===== src/rtl/hb_state_ctrl_if.sv =====
// Plaintext-in / ciphertext-out handshake bundle for hb_state_ctrl.
// The master side supplies words and drains results; the slave side is the controller.
interface hb_state_ctrl_if;
  logic        in_valid;
  logic        in_ready;
  logic [15:0] in_data;
  logic        out_valid;
  logic        out_ready;
  logic [15:0] out_data;

  modport master (
    output in_valid, in_data, out_ready,
    input  in_ready, out_valid, out_data
  );

  modport slave (
    input  in_valid, in_data, out_ready,
    output in_ready, out_valid, out_data
  );
endinterface


===== src/rtl/hb_state_ctrl.sv =====
// State controller for the four-round encryption datapath.
// It owns RS1-RS4 and the LFSR, runs IV initialisation, and moves one plaintext
// word per two cycles through the external combinational datapath.
module hb_state_ctrl #(
  parameter int unsigned INIT_ROUNDS = 4,
  parameter logic [15:0] LFSR_FORCE  = 16'h1000
) (
  input  logic                  clk,
  input  logic                  rst_n,
  input  logic                  start,
  input  logic [63:0]           iv,
  hb_state_ctrl_if.slave        bus,
  output logic                  init_done,
  output logic [15:0]           enc_datain,
  output logic [15:0]           rs1,
  output logic [15:0]           rs2,
  output logic [15:0]           rs3,
  output logic [15:0]           rs4,
  input  logic [15:0]           enc1_out,
  input  logic [15:0]           enc2_out,
  input  logic [15:0]           enc3_out,
  input  logic [15:0]           enc_dataout
);

  // Counter is wide enough to hold INIT_ROUNDS itself, so cnt++ on the last
  // iteration never wraps back to a value that looks like an early iteration.
  localparam int unsigned      CNT_W    = $clog2(INIT_ROUNDS + 1);
  localparam logic [CNT_W-1:0] LAST_CNT = CNT_W'(INIT_ROUNDS - 1);

  typedef enum logic [1:0] {
    IDLE = 2'd0,
    INIT = 2'd1,
    RUN  = 2'd2
  } state_t;

  state_t             state;
  state_t             state_nxt;
  logic [CNT_W-1:0]   cnt;
  logic               pend;
  logic [15:0]        pt_reg;
  logic [15:0]        lfsr;
  logic               out_valid_r;
  logic [15:0]        out_data_r;

  logic               init_step;
  logic               last_iter;
  logic               compute;
  logic               accept;
  logic               in_ready_c;
  logic [15:0]        lfsr_nxt;
  logic [15:0]        rs1_blk;

  // Modulo-2^16 addition; the carry out is intentionally dropped.
  function automatic logic [15:0] add16(input logic [15:0] a, input logic [15:0] b);
    return 16'(a + b);
  endfunction

  // One step of the 16-bit Fibonacci LFSR (taps 15,14,11,9,6,2).
  function automatic logic [15:0] lfsr_step(input logic [15:0] s);
    return {s[14:0], s[15] ^ s[14] ^ s[11] ^ s[9] ^ s[6] ^ s[2]};
  endfunction

  assign lfsr_nxt      = lfsr_step(lfsr);
  assign rs1_blk       = add16(rs1, enc1_out);
  assign init_done     = (state == RUN);
  assign bus.in_ready  = in_ready_c;
  assign bus.out_valid = out_valid_r;
  assign bus.out_data  = out_data_r;

  // Next-state decode plus per-cycle strobes and the datapath input select.
  always_comb begin
    state_nxt  = state;
    init_step  = 1'b0;
    last_iter  = 1'b0;
    compute    = 1'b0;
    accept     = 1'b0;
    in_ready_c = 1'b0;
    enc_datain = pt_reg;
    case (state)
      IDLE: state_nxt = IDLE;
      INIT: begin
        enc_datain = add16(rs1, rs3);
        init_step  = 1'b1;
        last_iter  = (cnt == LAST_CNT);
        if (last_iter) state_nxt = RUN;
      end
      RUN: begin
        // A word may only enter when the result slot will be free on this edge.
        in_ready_c = !pend && (!out_valid_r || bus.out_ready);
        accept     = bus.in_valid && in_ready_c;
        compute    = pend;
      end
      default: state_nxt = IDLE;
    endcase
    // start aborts whatever is in flight and restarts initialisation.
    if (start) state_nxt = INIT;
  end

  // FSM state register.
  always_ff @(posedge clk) begin
    if (!rst_n) state <= IDLE;
    else        state <= state_nxt;
  end

  // State registers, LFSR, plaintext capture and result slot.
  always_ff @(posedge clk) begin
    if (!rst_n) begin
      rs1         <= '0;
      rs2         <= '0;
      rs3         <= '0;
      rs4         <= '0;
      lfsr        <= '0;
      cnt         <= '0;
      pend        <= 1'b0;
      pt_reg      <= '0;
      out_valid_r <= 1'b0;
      out_data_r  <= '0;
    end else if (start) begin
      rs1         <= iv[15:0];
      rs2         <= iv[31:16];
      rs3         <= iv[47:32];
      rs4         <= iv[63:48];
      cnt         <= '0;
      pend        <= 1'b0;
      out_valid_r <= 1'b0;
    end else begin
      if (init_step) begin
        rs1 <= add16(rs1, enc3_out);
        rs2 <= add16(rs2, enc1_out);
        rs3 <= add16(rs3, enc2_out);
        rs4 <= add16(rs4, enc_dataout);
        cnt <= cnt + CNT_W'(1);
        if (last_iter) lfsr <= enc_dataout | LFSR_FORCE;
      end
      if (accept) begin
        pt_reg <= bus.in_data;
        pend   <= 1'b1;
      end
      if (compute) begin
        out_data_r  <= enc_dataout;
        out_valid_r <= 1'b1;
        pend        <= 1'b0;
        rs1         <= rs1_blk;
        lfsr        <= lfsr_nxt;
        rs2         <= add16(add16(rs2, enc2_out), lfsr_nxt);
        rs3         <= add16(add16(rs3, enc3_out), rs1_blk);
        rs4         <= add16(add16(rs4, enc_dataout), rs1_blk);
      end else if (out_valid_r && bus.out_ready) begin
        out_valid_r <= 1'b0;
      end
    end
  end

endmodule


===== src/flat_wrapper.sv =====
// flat-port wrapper written by rule: the top's interface ports become plain ports
module hb_state_ctrl_flat 
#(
  parameter int unsigned INIT_ROUNDS = 4,
  parameter logic [15:0] LFSR_FORCE  = 16'h1000
)
  (clk, rst_n, start, iv, init_done, enc_datain, rs1, rs2, rs3, rs4, enc1_out, enc2_out, enc3_out, enc_dataout, bus_in_valid, bus_in_data, bus_out_ready, bus_in_ready, bus_out_valid, bus_out_data);
  hb_state_ctrl_if bus_i ();
  input  logic clk;
  input  logic rst_n;
  input  logic start;
  input  logic [63:0] iv;
  output logic init_done;
  output logic [15:0] enc_datain;
  output logic [15:0] rs1;
  output logic [15:0] rs2;
  output logic [15:0] rs3;
  output logic [15:0] rs4;
  input  logic [15:0] enc1_out;
  input  logic [15:0] enc2_out;
  input  logic [15:0] enc3_out;
  input  logic [15:0] enc_dataout;
  input wire logic [$bits(bus_i.in_valid)-1:0] bus_in_valid;
  input wire logic [$bits(bus_i.in_data)-1:0] bus_in_data;
  input wire logic [$bits(bus_i.out_ready)-1:0] bus_out_ready;
  output wire logic [$bits(bus_i.in_ready)-1:0] bus_in_ready;
  output wire logic [$bits(bus_i.out_valid)-1:0] bus_out_valid;
  output wire logic [$bits(bus_i.out_data)-1:0] bus_out_data;
  assign bus_i.in_valid = bus_in_valid;
  assign bus_i.in_data = bus_in_data;
  assign bus_i.out_ready = bus_out_ready;
  assign bus_in_ready = bus_i.in_ready;
  assign bus_out_valid = bus_i.out_valid;
  assign bus_out_data = bus_i.out_data;
  hb_state_ctrl #(.INIT_ROUNDS(INIT_ROUNDS), .LFSR_FORCE(LFSR_FORCE)) u_core (.clk(clk), .rst_n(rst_n), .start(start), .iv(iv), .bus(bus_i), .init_done(init_done), .enc_datain(enc_datain), .rs1(rs1), .rs2(rs2), .rs3(rs3), .rs4(rs4), .enc1_out(enc1_out), .enc2_out(enc2_out), .enc3_out(enc3_out), .enc_dataout(enc_dataout));
endmodule

===== config.mk =====
export PLATFORM = sky130hd
export DESIGN_NAME = hb_state_ctrl_flat
export DESIGN_NICKNAME = d
export VERILOG_FILES = /design/src/rtl/hb_state_ctrl_if.sv /design/src/rtl/hb_state_ctrl.sv /design/src/flat_wrapper.sv
export SDC_FILE = /design/constraint.sdc
export NUM_CORES = 1
export LEC_CHECK = 0
export ABC_CLOCK_PERIOD_IN_PS = 7400
export CORE_ASPECT_RATIO = 1.25
export CORE_UTILIZATION = 43
export CTS_BUF_LIST = sky130_fd_sc_hd__clkbuf_8 sky130_fd_sc_hd__clkbuf_16
export CTS_CLUSTER_SIZE = 24
export DETAILED_ROUTE_END_ITERATION = 16
export PLACE_DENSITY_LB_ADDON = 0.15
export SYNTH_ARGS = -nofsm -noshare
export SYNTH_HDL_FRONTEND = slang
export SYNTH_SLANG_ARGS = --single-unit

===== constraint.sdc =====
create_clock -name clk -period 7.4 [get_ports clk]
set_input_delay 0.74 -clock clk [delete_from_list [all_inputs] [get_ports clk]]
set_output_delay 0.74 -clock clk [all_outputs]
set_load 0.01 [all_outputs]

==> impl_metrics.csv, run 1 <==
group,metric,value,unit
status,outcome,"finished clean",
critical_path,start_kind,"input port",
placement,place.gp.congestion,0.897,
synth,ys.flop_type,"dfxtp_1",
critical_path,r2r-start,"u_core.rs1[0]",
sta,skew,0.0148,ns
global_route,grt_pass1_vias,12000,
finish,fillCellCount,2492,
clock_tree,clockBufferDepth,2,
synth,synth_warnings,0,
finish,drive_gt1_share,3.78,%
power,switchingPower,1.27,mW
synth,syn_avg_cell_area,7.81,µm²
synth,synth_edf_count,0,
global_route,grt_max_degree,67,
power,total_power,3.20,mW
clock_tree,cts-root-buf,"clkbuf_16",
sta,fin_crit_sh,71.3,%
sta,fmax,190,MHz
clock_tree,htreeDepth,4,
clock_tree,clock_sinks,119,
placement,io_buffers,247,
critical_path,rr_endpoint,"u_core.rs3[15]",
power,p_comb_share,50.5,%
detailed_routing,dr.pass1.iters,5,
sta,hold_violations,0,
power,total_leakage_power,6.62,nW
detailed_routing,drt_iter0_drc,875,
clock_tree,holdBufCountCts,0,
critical_path,worstPathMaxFanout,5,
run,maxCapViolCount,0,
global_route,antenna_found_initial,1,
clock_tree,post_cts_resized,0,
placement,hpwl,31.2,mm
clock_tree,cts_setup_buffers,0,
floorplan,coreArea,26900,µm²
critical_path,reg2reg_slack,2.47,ns
synth,postSynthCellCount,1516,
sta,rsz0062_at_grt,"false",
worst_hold_path,hp-class,"reg -> reg",
global_route,grt_overflow,0,
critical_path,required,7.77,ns
finish,area_growth,28.4,%
global_route,grtUsageTotal,29.7,%
power,sw_frac_of_total,39.7,%
finish,final_cell_mix,"245 x clkdlybuf4s50_1, 204 x nand2_1, 135 x ha_1, 119 x a21oi_1, 119 x dfxtp_1",
power,vdd_drop_max,0.000173,V
clock_tree,clkTransAtPathRegs,0.06,ns
critical_path,cp-startpoint,"enc1_out[0]",
finish,final_common_cell,"clkdlybuf4s50_1",
detailed_routing,drtAntennaViolNets,0,
clock_tree,numCtsBuffers,17,
floorplan,start_util,44.0,%
floorplan,die_w,150,µm
synth,synth_cell_type_count,66,
sta,slew_violations,0,
critical_path,crit_type,"in -> reg",
floorplan,io_pins,248,
critical_path,ff2ff_path_depth,21,
power,p_int,1.93,mW
detailed_routing,via_count,12000,
floorplan,num_rows,67,
detailed_routing,wl_per_cell,19.7,µm
finish,multi_input_comb_area,8810,µm²
synth,ys_seq_area_share,20.1,%
global_route,grt_pass1_wl,64.3,mm
power,p_clk_share,26.5,%
detailed_routing,vias_per_cell,5.74,
floorplan,fp.dieH,188,µm
finish,fin_nets,2057,
sta,relSlewSlack,25.7,%
synth,synth_area,11800,µm²
synth,postSynthNetCount,1839,
synth,synthArstFlopShare,0,%
power,power_density,211,nW/µm²
detailed_routing,routed_wl,41.2,mm
floorplan,die_area,28200,µm²
critical_path,cp-end-kind,"register",
clock_tree,insertion_delay,0.44,ns
detailed_routing,drc,0,
sta,worst_slew_pin_slew,1.11,ns
critical_path,cp-endpoint,"u_core.rs3[15]",
clock_tree,cts_tree,"yes",
finish,seqCellArea,2380,µm²
critical_path,arrival,5.64,ns
sta,setup_viol,0,
synth,synth_seq_cells,119,
sta,fin_crit,5.28,ns
sta,tns,0,ns
power,p_seq_share,23.0,%
Yosys cell counts (3+ instances only):
cell type / number / area share [%]
a211o_1: 6 / 0.44
a211oi_1: 13 / 0.82
a21boi_0: 31 / 2.0
a21boi_1: 18 / 1.1
a21o_1: 31 / 2.0
a21oi_1: 120 / 5.1
a221oi_1: 4 / 0.30
a22o_1: 4 / 0.30
a22oi_1: 6 / 0.38
a2bb2oi_1: 3 / 0.22
a31oi_1: 10 / 0.53
a41oi_1: 7 / 0.52
and2_1: 16 / 0.85
and3_1: 6 / 0.32
buf_1: 7 / 0.22
clkbuf_1: 56 / 1.8
dfxtp_1: 119 / 20
fa_1: 39 / 6.6
ha_1: 135 / 14
inv_1: 115 / 3.6
nand2_1: 205 / 6.5
nand2b_1: 15 / 0.79
nand3_1: 35 / 1.5
nand4_1: 5 / 0.26
nor2_1: 75 / 2.4
nor2b_1: 16 / 0.85
nor3_1: 24 / 1.0
o211a_1: 16 / 1.4
o211ai_1: 19 / 1.2
o21a_1: 23 / 1.5
o21ai_0: 78 / 3.3
o21ai_1: 19 / 0.80
o21bai_1: 12 / 0.76
o221ai_1: 24 / 1.8
o22ai_1: 24 / 1.3
o31a_1: 3 / 0.22
o31ai_1: 17 / 1.1
or2_2: 4 / 0.21
or3_1: 5 / 0.26
xnor2_1: 89 / 6.6
xor2_1: 31 / 2.3
worst max-delay path, stage by stage:
cell and delay, ns:
clkdlybuf4s50_1 0.45, ha_1 0.23, fa_1 0.42, a21o_1 0.18, a21o_1 0.20, a21oi_1 0.22
inv_1 0.07, a21oi_1 0.17, xnor2_1 0.17, inv_1 0.10, fa_1 0.48, inv_1 0.04
ha_1 0.32, and3_1 0.16, a211oi_1 0.50, o21a_1 0.25, a21oi_1 0.10, a21o_1 0.20
a21oi_1 0.21, xnor2_1 0.14, o211ai_1 0.10, a21oi_1 0.16
how the worst min path moves through the flow:
stage	startpoint	endpoint	slack [ns]	depth (start not counted)
after floorplan	u_core.pt_reg[10]	u_core.pt_reg[10]	0.44	2
after global placement	u_core.pt_reg[5]	u_core.pt_reg[5]	0.44	2
after detailed placement	u_core.pt_reg[9]	u_core.pt_reg[9]	0.45	2
after CTS	u_core.pt_reg[9]	u_core.pt_reg[9]	0.45	2
after global routing	u_core.pt_reg[12]	u_core.pt_reg[12]	0.47	2
final	u_core.pt_reg[9]	u_core.pt_reg[9]	0.45	2
layer usage:
layer  vias to the layer above  track usage, %  routed length (µm)
li1                       5850               -                   -
met3                        53            4.55                2740
met2                       406            51.1               20000
met4                         0            9.29                 914
met5                         -               0                   0
met1                      5707            37.7               17500
stage by stage:
step           instance area [µm²]  setup WS (ns)  hold slack (ns)  cells  util, %
3_5_place_dp                 14600           1.70            0.445   2060     54.4
5_1_grt                      15200           1.86            0.474   2093     56.5
3_3_place_gp                 14600           1.85            0.441   2060     54.4
6_report                     15200           2.12            0.452   2093     56.5
4_1_cts                      15200           2.16            0.454   2092     56.5
2_1_floorplan                11800           2.77            0.435   1516        -
kinds of logic after synthesis:
logic type	share of synthesized area (%)
compound gates	28.7
xor+xnor	9.06
fa+ha+maj	20.9
buf+inv	5.64
flops	20.1
mux	0.0845
simple gates	15.5
layout make-up:
class,instances,share of cell area [%]
tap,345,2.84
multi-input combinational,1219,57.9
clock buffer,18,2.89
inverter,115,2.84
antenna,1,0.0165
timing repair buffer,262,16.9
sequential,119,15.7
clock inverter,14,0.897
power groups by stage:
stage / clock (mW) / combinational, mW / sequential, mW
CTS: 0.859 / 1.60 / 0.736
detailed placement: 0 / 1.59 / 0.750
global placement: 0 / 1.56 / 0.749
floorplan: 0 / 1.12 / 0.745
global route: 0.887 / 1.80 / 0.743
finish: 0.848 / 1.62 / 0.737
(Power assumes the default switching activity.)
==> inputs of run 2 (changes only) <==
Settings changed: ABC_CLOCK_PERIOD_IN_PS 7400 to 5200.
Clock period 7.4 ns to 5.2 ns, I/O delays scaled along.
==> impl_metrics.csv, run 2 (synthesis results as in run 1) <==
group,metric,value,unit
clock_tree,numCtsBuffers,17,
sta,skew,0.00952,ns
floorplan,fp.dieH,188,µm
finish,multi_input_comb_area,8810,µm²
floorplan,start_util,44.0,%
clock_tree,post_cts_resized,0,
sta,setup_slack,0.466,ns
sta,fmax,211,MHz
critical_path,required,5.52,ns
sta,rsz0062_at_grt,"false",
run,maxCapViolCount,0,
global_route,grtUsageTotal,29.9,%
clock_tree,clkTransAtPathRegs,0.06,ns
finish,drive_gt1_share,4.98,%
global_route,antenna_found_initial,2,
status,outcome,"finished clean",
clock_tree,cts_setup_buffers,0,
finish,final_cell_mix,"245 x clkdlybuf4s50_1, 204 x nand2_1, 135 x ha_1, 119 x a21oi_1, 119 x dfxtp_1",
sta,hold_violations,0,
worst_hold_path,hp-class,"reg -> reg",
placement,dpl_cell_area,14800,µm²
critical_path,cp_cell_sequence,"clkdlybuf4s50_1 > ha_1 > fa_1 > a21o_1 > a21o_1 > a21oi_1 > inv_1 > a21oi_1 > xnor2_1 > inv_1 > fa_1 > inv_1 > ha_1 > and3_1 > a211oi_1 > buf_4 > o21a_1 > a21oi_1 > a21o_1 > a21oi_1 > xnor2_1 > o211ai_1 > a21oi_1",
sta,setup_viol,0,
power,vdd_drop_max,0.000237,V
sta,tns,0,ns
detailed_routing,dr.pass1.iters,5,
placement,io_buffers,247,
placement,dpl.cell_count,2081,
floorplan,num_rows,67,
finish,layout.cells.non_filler,2115,
critical_path,cp-end-kind,"register",
global_route,grt_overflow,0,
floorplan,die_w,150,µm
power,power_density,300,nW/µm²
floorplan,io_pins,248,
critical_path,critPathMaxStageDelay,0.48,ns
clock_tree,htreeDepth,4,
clock_tree,clockBufferDepth,2,
critical_path,arrival,5.05,ns
clock_tree,cts-root-buf,"clkbuf_16",
global_route,grt_pass1_wl,64.7,mm
sta,slew_violations,0,
global_route,grt_max_degree,66,
detailed_routing,wl_per_cell,19.4,µm
clock_tree,cts_tree,"yes",
power,total_leakage_power,6.71,nW
clock_tree,clock_sinks,119,
critical_path,crit_type,"in -> reg",
placement,hpwl,31.7,mm
critical_path,cp_top_family,"compound AO/OA/AOI/OAI gates",
floorplan,coreArea,26900,µm²
detailed_routing,drc,0,
critical_path,worstPathMaxFanout,4,
placement,preCtsSetupSlack,0.0329,ns
clock_tree,holdBufCountCts,0,
finish,area_growth,29.8,%
sta,fin_crit_sh,91.0,%
clock_tree,insertion_delay,0.44,ns
finish,fillCellCount,2514,
global_route,grt_pass1_vias,12100,
finish,seqCellArea,2380,µm²
critical_path,worst_path_most_repeated_cell,"a21oi_1",
placement,place.gp.congestion,0.912,
critical_path,cp_slowest_cell,"fa_1",
power,total_power,4.62,mW
finish,stdcell_area,15400,µm²
finish,fin_nets,2078,
floorplan,die_area,28200,µm²
critical_path,path_buf_inv,5,
detailed_routing,vias_per_cell,5.70,
sta,worst_slew_pin_slew,1.06,ns
sta,fin_crit,4.73,ns
detailed_routing,via_count,12100,
detailed_routing,routed_wl,41.1,mm
finish,final_common_cell,"clkdlybuf4s50_1",
sta,relSlewSlack,29.2,%
detailed_routing,drt_iter0_drc,723,
detailed_routing,drtAntennaViolNets,0,
critical_path,start_kind,"input port",
## run 2: power by group
part           leakage [nW]  switching, mW  total [mW]  internal [mW]
registers             0.976         0.0823        1.05          0.964
clock network         0.275          0.491        1.20          0.711
logic                  5.46           1.24        2.37           1.13
## run 2: worst register-to-register path: stages, from the launching register on
cell	delay, ns
dfxtp_1	0.38
ha_1	0.26
fa_1	0.41
a21o_1	0.18
a21o_1	0.20
a21oi_1	0.23
inv_1	0.07
a21oi_1	0.17
xnor2_1	0.16
inv_1	0.11
fa_1	0.48
inv_1	0.04
ha_1	0.31
and3_1	0.16
a211oi_1	0.23
buf_4	0.15
o21a_1	0.17
a21oi_1	0.12
a21o_1	0.20
a21oi_1	0.18
xnor2_1	0.09
o211ai_1	0.16
a21oi_1	0.09
## run 2: area by class of cell
class                   count  share of cell area (%)
repair buffers            283                    17.8
multi-input cells        1219                    57.3
well taps                 345                    2.81
flip-flops and latches    119                    15.5
clock inverters            14                   0.879
clock buffers              18                    2.86
diodes                      2                  0.0326
inverters                 115                    2.81
## run 2: final timing paths
check	endpoint	slack [ns]	start	cells after the start
setup reg to reg	u_core.rs3[15]	0.57	u_core.rs1[0]	22
hold / removal	u_core.pt_reg[6]	0.46	u_core.pt_reg[6]	2
setup / recovery	u_core.rs3[15]	0.47	enc1_out[0]	23
hold reg to reg	u_core.pt_reg[6]	0.46	u_core.pt_reg[6]	2
## run 2: routing by layer
layer / wire [µm] / vias to the layer above / track usage (%)
met3: 2520 / 66 / 4.31
met2: 19800 / 409 / 50.6
met1: 17600 / 5682 / 37.9
met4: 1160 / 0 / 11.6
met5: 0 / - / 0
li1: - / 5898 / -
## run 2: metrics by stage
stage                     utilization (%)  hold WS, ns
after global placement               54.9        0.440
after CTS                            57.1        0.459
after detailed placement             54.9        0.450
after global routing                 57.1        0.473
final                                57.1        0.458
after floorplan                         -        0.435
